<file path="src/rtl/seg7_scan_decoder.sv">
// seg7_scan_decoder: recovers a byte from a two-digit multiplexed seven-segment bus.
// Samples {dig_sel, seg_in} through a synchroniser, accepts a pattern once it has
// been stable for STABLE_CYCLES cycles, decodes the glyph to a nibble and pairs
// the low and high digits into byte_out.
// Optional build macro SEG7_SCAN_CHANGE_ONLY_EN: byte_valid only pulses when the
// completed pair differs from the byte currently shown on byte_out.
module seg7_scan_decoder #(
   parameter int STABLE_CYCLES = 4,
   parameter int SYNC_STAGES   = 2
) (
   input  logic       clk,
   input  logic       rst_n,
   input  logic [6:0] seg_in,
   input  logic       dig_sel,
   output logic [7:0] byte_out,
   output logic       byte_valid,
   output logic       pattern_err,
   output logic       lo_seen,
   output logic       hi_seen
);
   localparam int CW = $clog2(STABLE_CYCLES + 1);
   localparam logic [CW-1:0] CNT_MAX    = CW'(STABLE_CYCLES);
   localparam logic [CW-1:0] CNT_ACCEPT = CW'(STABLE_CYCLES - 1);

   typedef enum logic {SETTLE, HOLD} state_t;

   logic [SYNC_STAGES-1:0][7:0] sync_q, sync_d;
   logic [7:0]    prev_q, prev_d;
   logic [CW-1:0] cnt_q, cnt_d;
   state_t        state_q, state_d;
   logic [3:0]    lo_q, lo_d, hi_q, hi_d;
   logic          lo_seen_q, lo_seen_d, hi_seen_q, hi_seen_d;
   logic [7:0]    byte_q, byte_d;
   logic          byte_valid_q, byte_valid_d;
   logic          pattern_err_q, pattern_err_d;

   logic [7:0] v;
   logic [3:0] nib;
   logic       glyph_ok, changed, accept, blank, sel, lo_next, hi_next, pair;

   assign v = sync_q[SYNC_STAGES-1];

   // glyph lookup: segment pattern of the synchronised value to hex nibble
   always_comb begin
      nib      = 4'h0;
      glyph_ok = 1'b1;
      case (v[6:0])
         7'h3F: nib = 4'h0;
         7'h06: nib = 4'h1;
         7'h5B: nib = 4'h2;
         7'h4F: nib = 4'h3;
         7'h66: nib = 4'h4;
         7'h6D: nib = 4'h5;
         7'h7D: nib = 4'h6;
         7'h07: nib = 4'h7;
         7'h7F: nib = 4'h8;
         7'h67: nib = 4'h9;
         7'h77: nib = 4'hA;
         7'h7C: nib = 4'hB;
         7'h39: nib = 4'hC;
         7'h5E: nib = 4'hD;
         7'h79: nib = 4'hE;
         7'h71: nib = 4'hF;
         default: glyph_ok = 1'b0;
      endcase
   end

   // settle tracking, accept decision, slot update and pair completion
   always_comb begin
      sync_d    = {sync_q[SYNC_STAGES-2:0], {dig_sel, seg_in}};
      changed   = v != prev_q;
      prev_d    = v;
      cnt_d     = changed ? '0 : (cnt_q == CNT_MAX ? cnt_q : cnt_q + 1'b1);
      accept    = state_q == SETTLE && !changed && cnt_d == CNT_ACCEPT;
      state_d   = changed ? SETTLE : (accept ? HOLD : state_q);
      sel       = v[7];
      blank     = v[6:0] == 7'h00;
      lo_d      = accept && glyph_ok && !sel ? nib : lo_q;
      hi_d      = accept && glyph_ok && sel ? nib : hi_q;
      lo_next   = accept && !sel && !blank ? glyph_ok : lo_seen_q;
      hi_next   = accept && sel && !blank ? glyph_ok : hi_seen_q;
      pair      = accept && glyph_ok && lo_next && hi_next;
      byte_d    = pair ? {hi_d, lo_d} : byte_q;
      lo_seen_d = lo_next && !pair;
      hi_seen_d = hi_next && !pair;
`ifdef SEG7_SCAN_CHANGE_ONLY_EN
      byte_valid_d = pair && ({hi_d, lo_d} != byte_q);
`else
      byte_valid_d = pair;
`endif
      pattern_err_d = accept && !blank && !glyph_ok;
   end

   // all state registers; reset clears partial captures and output pulses
   always_ff @(posedge clk or negedge rst_n) begin
      if (!rst_n) begin
         sync_q        <= '0;
         prev_q        <= '0;
         cnt_q         <= '0;
         state_q       <= SETTLE;
         lo_q          <= '0;
         hi_q          <= '0;
         lo_seen_q     <= 1'b0;
         hi_seen_q     <= 1'b0;
         byte_q        <= '0;
         byte_valid_q  <= 1'b0;
         pattern_err_q <= 1'b0;
      end else begin
         sync_q        <= sync_d;
         prev_q        <= prev_d;
         cnt_q         <= cnt_d;
         state_q       <= state_d;
         lo_q          <= lo_d;
         hi_q          <= hi_d;
         lo_seen_q     <= lo_seen_d;
         hi_seen_q     <= hi_seen_d;
         byte_q        <= byte_d;
         byte_valid_q  <= byte_valid_d;
         pattern_err_q <= pattern_err_d;
      end
   end

   assign byte_out    = byte_q;
   assign byte_valid  = byte_valid_q;
   assign pattern_err = pattern_err_q;
   assign lo_seen     = lo_seen_q;
   assign hi_seen     = hi_seen_q;
endmodule
</file>
<file path="config.mk">
export PLATFORM = sky130hd
export DESIGN_NAME = seg7_scan_decoder
export DESIGN_NICKNAME = d
export VERILOG_FILES = /design/src/rtl/seg7_scan_decoder.sv
export SDC_FILE = /design/constraint.sdc
export NUM_CORES = 1
export LEC_CHECK = 0
export CAP_MARGIN = 25
export CORE_ASPECT_RATIO = 1.1
export CORE_MARGIN = 1.5
export CORE_UTILIZATION = 30
export DETAILED_ROUTE_END_ITERATION = 7
export SYNTH_ARGS = -nofsm -noshare
export SYNTH_HDL_FRONTEND = slang
export SYNTH_SLANG_ARGS = --single-unit
</file>
<file path="constraint.sdc">
create_clock -name clk -period 3.7 [get_ports clk]
set_input_delay 1.11 -clock clk [delete_from_list [all_inputs] [get_ports clk]]
set_output_delay 1.11 -clock clk [all_outputs]
set_load 0.05 [all_outputs]
</file>
==> impl_metrics.env, run 1 <==
export IMPL_status="finished, final reports clean"
export IMPL_yosys_cell_types_count=53
export IMPL_via_count=1536
export IMPL_power_density_mw_per_mm2=373
export IMPL_nets=233
export IMPL_finalClockSkew_ns=0.0117
export IMPL_min_to="prev_d[0]$_DFF_PN0_"
export IMPL_holdCritStartpoint="sync_d[8]$_DFF_PN0_"
export IMPL_cp_data_arrival_time_ns=1.60
export IMPL_insertedDiodeCount=0
export IMPL_grt_first_pass_wirelength_mm=6.93
export IMPL_yosysSeqAreaShare=0.511
export IMPL_place_area_mm2=0.00259
export IMPL_cp_max_fo=5
export IMPL_synth_seq_cells=48
export IMPL_core_area_mm2=0.00751
export IMPL_drc=0
export IMPL_synth_fp_nets=219
export IMPL_worst_path_max_delay_cell="clkdlybuf4s50_1"
export IMPL_grt_start_max_net_pins=49
export IMPL_die_width_um=87.4
export IMPL_slowest_delay_ns=0.84
export IMPL_critPathRequiredTime_ns=2.59
export IMPL_io_buffers=21
export IMPL_clk_path_buf_depth=2
export IMPL_tritoncts="built"
export IMPL_place_hpwl_mm=2.93
export IMPL_initial_core_util=0.313
export IMPL_period_minus_slack_ns=2.71
export IMPL_wl_mm=4.19
export IMPL_drt_initial_drc_count=76
export IMPL_cts_root_buf="clkbuf_8"
export IMPL_avgSynthCellArea_um2=11.4
export IMPL_slew_headroom=0.590
export IMPL_layout_commonest_cell="dfrtp_1"
export IMPL_hold_viol=0
export IMPL_netlist_instances=207
export IMPL_rows=33
export IMPL_tightest_slew_ns=0.614
export IMPL_die_area_mm2=0.00838
export IMPL_layout_cells_non_filler=327
export IMPL_layout_setup_ws_ns=0.995
export IMPL_post_cts_buffers=0
export IMPL_via_per_inst=4.70
export IMPL_async_flop_share=1.00
export IMPL_cts_clk_slew_worst_paths_ns=0.10
export IMPL_h_tree_depth=2
export IMPL_hold_depth=0
export IMPL_worst_setup_path_end_kind="output port"
export IMPL_worstSkewPairLatency_ns=0.30
export IMPL_setup_viol=0
export IMPL_rsz0062_at_grt="false"
export IMPL_r2r_start="prev_d[3]$_DFF_PN0_"
export IMPL_maxCapViolations=0
export IMPL_ant_nets=0
export IMPL_grt_pass1_vias=1411
export IMPL_layout_common_cells="dfrtp_1 (48), clkdlybuf4s50_1 (20), nor2_1 (14), nand2_1 (14)"
export IMPL_reg2reg_depth=5
export IMPL_utilization=0.364
export IMPL_cts_sinks=48
export IMPL_placedCellCount=318
export IMPL_synth_area_mm2=0.00235
export IMPL_cts_made_buffers=5
export IMPL_worst_path_buf_inv=1
export IMPL_ctsResizeCount=0
export IMPL_place_congestion=0.823
export IMPL_fmax_ghz=0.370
export IMPL_hold_path_class="register to register"
export IMPL_track_usage=0.107
export IMPL_drt_pre_antenna_iters=4
export IMPL_cp_start_kind="register"
export IMPL_post_place_ws_ns=1.04
export IMPL_slew_viol_final=0
export IMPL_ys_flop_type="dfrtp_1"
export IMPL_grt_overflow=0
export IMPL_critical_path_top_delay_family="buffers and inverters"
export IMPL_yosysWarnings=0
export IMPL_path_cells="clkdlybuf4s50_1"
export IMPL_fin_crit_sh=0.731
export IMPL_design_area_mm2=0.00274
export IMPL_r2r_slack_ns=1.05
export IMPL_ir_drop_uv=191
export IMPL_fp_dieH_um=95.9
export IMPL_antenna_found_initial=0
export IMPL_leakage_nw=1.16
export IMPL_ios=22
export IMPL_drive_gt1_frac=0.140
export IMPL_reg2reg_to="byte_out[3]$_DFFE_PN0P_"
export IMPL_hold_buffers=0
export IMPL_timing_setup_tns_ns=0
export IMPL_area_growth_pct=16.3
export IMPL_synth_edff_count=0
export IMPL_crit_type="register to output port"
export IMPL_routedWlPerCell_um=12.8
-- worst max-delay path by stage --
stage                        start                       to  depth (start not counted)
2_1_floorplan  prev_d[3]$_DFF_PN0_  byte_out[0]$_DFFE_PN0P_                          9
3_3_place_gp   prev_d[3]$_DFF_PN0_  byte_out[0]$_DFFE_PN0P_                          5
3_5_place_dp   prev_d[7]$_DFF_PN0_  byte_out[3]$_DFFE_PN0P_                          5
5_1_grt        prev_d[7]$_DFF_PN0_        lo_q[2]$_DFF_PN0_                          6
6_report         hi_seen$_DFF_PN0_                  hi_seen                          1
4_1_cts          hi_seen$_DFF_PN0_                  hi_seen                          1
-- report_power, final --
group	switching, mW	internal [mW]
combinational	0.0325	0.0326
sequential	0.0254	0.537
clock	0.172	0.221
-- metal layers --
metal,track usage,wire [um]
met1,0.145,1990
met2,0.168,2040
met3,0.0257,114
met4,0.0357,51
met5,0,0
-- synth_stat cells (2+ instances only) --
library cell	n	share of area
nor4_1	2	0.0053
a21boi_0	3	0.0096
mux2_4	6	0.038
a31oi_1	3	0.0080
o22ai_1	3	0.0080
buf_2	7	0.015
clkbuf_1	2	0.0032
and3b_1	2	0.0074
o21ai_0	10	0.021
nand2_1	14	0.022
mux2_2	6	0.029
buf_6	2	0.0096
nand4b_1	2	0.0074
a21oi_1	6	0.013
nor2b_1	3	0.0080
nand3b_1	3	0.0096
nor3b_1	3	0.0096
xnor2_1	10	0.037
dfrtp_1	48	0.51
nor2_1	14	0.022
nand4_1	2	0.0053
and3_1	5	0.013
buf_4	4	0.013
inv_1	10	0.016
o22a_1	2	0.0074
ha_1	2	0.011
nand2b_1	3	0.0080
mux2i_1	5	0.021
-- kinds of logic after synthesis --
logic type      Yosys count  synth area share
mux                      17            0.0883
flops                    48             0.511
xor+xnor                 11            0.0410
compound gates           40             0.126
simple gates             64             0.167
buf+inv                  25            0.0564
fa+ha+maj                 2            0.0106
-- through the flow --
stage	power [mW]	hold WS, ns
3_5_place_dp	0.637	0.336
5_1_grt	1.07	0.362
2_1_floorplan	0.612	0.331
3_3_place_gp	0.636	0.332
4_1_cts	1.04	0.357
6_report	1.02	0.352
-- area by class of cell --
class	count	area [um^2]
inverters	10	37.5
flip-flops and latches	48	1200
repair buffers	22	225
fillers	773	4780
multi-input cells	134	1020
clock inverters	2	38.8
well taps	105	131
clock buffers	6	82.6
-- state kept, by name, summed over array words and instances, names as in the netlist --
register	flops
prev_q	8
byte_out	8
lo_q	4
prev_d	8
hi_seen	1
lo_seen	1
byte_valid	1
cnt_q	3
hi_q	4
pattern_err	1
state_q	1
sync_d	8
No activity file was read; power rests on OpenSTA's default activity.
==> run 2, diff against run 1 <==
==> constraint.sdc (replaced) <==
create_clock -name clk -period 2.7 [get_ports clk]
set_input_delay 0.81 -clock clk [delete_from_list [all_inputs] [get_ports clk]]
set_output_delay 0.81 -clock clk [all_outputs]
set_load 0.05 [all_outputs]
==> run 2 against run 1 <==
Net effect:
- worst hold slack better by 0.0046 ns
- clock-buffer cell count stayed put
- die area stayed put
- critical path type unchanged
- critical endpoint unchanged
- largest power group unchanged
==> impl_metrics.env, run 2 (same netlist as run 1, synthesis figures left out) <==
export IMPL_status="finished, final reports clean"
export IMPL_design_power_total_mw=1.32
export IMPL_maxCapViolations=0
export IMPL_h_tree_depth=2
export IMPL_hold_viol=0
export IMPL_slew_viol_final=0
export IMPL_wl_mm=4.23
export IMPL_slowest_delay_ns=0.83
export IMPL_cts_clk_slew_worst_paths_ns=0.10
export IMPL_drt_pre_antenna_iters=4
export IMPL_hold_path_class="register to register"
export IMPL_critPathRequiredTime_ns=1.89
export IMPL_die_width_um=87.4
export IMPL_place_hpwl_mm=2.99
export IMPL_cp_max_fo=5
export IMPL_via_per_inst=4.58
export IMPL_clk_path_buf_depth=2
export IMPL_drc=0
export IMPL_area_growth_pct=19.0
export IMPL_path_cells="clkdlybuf4s50_1"
export IMPL_multiInputGateArea_mm2=0.00102
export IMPL_critical_path_top_delay_family="buffers and inverters"
export IMPL_layout_cells_non_filler=338
export IMPL_antenna_found_initial=0
export IMPL_worstSkewPairLatency_ns=0.30
export IMPL_holdCritStartpoint="sync_d[14]$_DFF_PN0_"
export IMPL_ios=22
export IMPL_ir_drop_uv=240
export IMPL_post_place_ws_ns=0.104
export IMPL_leakage_nw=1.19
export IMPL_grt_first_pass_wirelength_mm=7.37
export IMPL_placedCellCount=330
export IMPL_grt_overflow=0
export IMPL_slew_headroom=0.659
export IMPL_power_density_mw_per_mm2=472
export IMPL_cts_made_buffers=5
export IMPL_cts_root_buf="clkbuf_8"
export IMPL_core_area_mm2=0.00751
export IMPL_seqCellArea_mm2=0.00120
export IMPL_via_count=1548
export IMPL_routedWlPerCell_um=12.5
export IMPL_die_area_mm2=0.00838
export IMPL_fp_dieH_um=95.9
export IMPL_fin_crit_sh=0.880
export IMPL_nets=244
export IMPL_period_minus_slack_ns=2.38
export IMPL_worst_path_max_delay_cell="clkdlybuf4s50_1"
export IMPL_crit_type="register to output port"
export IMPL_layout_common_cells="dfrtp_1 (46), clkdlybuf4s50_1 (20), nor2_1 (14), nand2_1 (14), buf_4 (11)"
export IMPL_drive_gt1_frac=0.193
export IMPL_initial_core_util=0.313
export IMPL_layout_setup_ws_ns=0.325
export IMPL_cts_sinks=48
export IMPL_place_congestion=0.816
export IMPL_rsz0062_at_grt="false"
export IMPL_worst_path_buf_inv=1
export IMPL_grt_pass1_vias=1503
export IMPL_drt_initial_drc_count=101
export IMPL_cp_data_arrival_time_ns=1.57
export IMPL_fillers=767
export IMPL_io_buffers=21
export IMPL_r2r_slack_ns=0.34
export IMPL_crit_start="hi_seen$_DFF_PN0_"
export IMPL_fmax_ghz=0.421
export IMPL_tritoncts="built"
export IMPL_hold_buffers=0
export IMPL_worst_setup_path_end_kind="output port"
export IMPL_layout_commonest_cell="dfrtp_1"
export IMPL_setup_viol=0
export IMPL_grt_start_max_net_pins=49
export IMPL_rows=33
export IMPL_insertedDiodeCount=0
export IMPL_tightest_slew_ns=0.511
export IMPL_r2r_start="prev_d[1]$_DFF_PN0_"
export IMPL_ant_nets=0
export IMPL_track_usage=0.112
export IMPL_timing_setup_tns_ns=0
export IMPL_finalClockSkew_ns=0.0105
export IMPL_cp_start_kind="register"
[run 2: cell types whose count changed in the layout (fill, tap and decap cells not counted)]
cell        change
or3b_4          +1
clkinvlp_4      +2
dfrtp_1         -2
dfrtp_2         +2
bufinv_16       -1
clkinv_4        -1
buf_4          +11
or3b_1          -1
[run 2: path summary, 6_finish.rpt]
kind,cells past startpoint,to
setup / recovery,1,hi_seen
hold / removal,0,prev_d[6]$_DFF_PN0_
setup reg to reg,6,byte_out[1]$_DFFE_PN0P_
hold reg to reg,0,prev_d[6]$_DFF_PN0_
max in group asynchronous,2,prev_d[3]$_DFF_PN0_
min in group asynchronous,2,byte_out[5]$_DFFE_PN0P_
[run 2: final cells by class]
type / count / share of cell area
clock buffers: 6 / 0.0295
flip-flops and latches: 48 / 0.430
inverters: 10 / 0.0134
multi-input cells: 134 / 0.365
clock inverters: 2 / 0.00536
well taps: 105 / 0.0469
repair buffers: 33 / 0.110
[run 2: per-layer routing]
layer / track usage / share of wire / vias to the layer above
li1: - / - / 773
met3: 0.0223 / 0.041 / 5
met5: 0 / 0 / -
met1: 0.157 / 0.47 / 742
met2: 0.172 / 0.47 / 28
met4: 0.0397 / 0.016 / 0
[run 2: stage by stage]
step,cell area [um^2],hold WS (ns),utilization
after floorplan,2350,0.331,-
after global placement,2700,0.332,0.359
after detailed placement,2700,0.336,0.359
after CTS,2790,0.358,0.372
after global routing,2800,0.365,0.372
final,2800,0.356,0.372
[run 2: where the power goes]
part / switching [mW] / total (mW) / internal (mW)
clock: 0.244 / 0.451 / 0.208
combinational: 0.0557 / 0.108 / 0.0519
sequential: 0.0249 / 0.761 / 0.737
total: 0.324 / 1.32 / 0.996
[run 2: timing repair]
action	4_1_cts	5_1_grt
gates resized for setup	0	3
endpoints found under the setup margin	0	8
buffers inserted	0	0
endpoints found under the hold margin	0	0
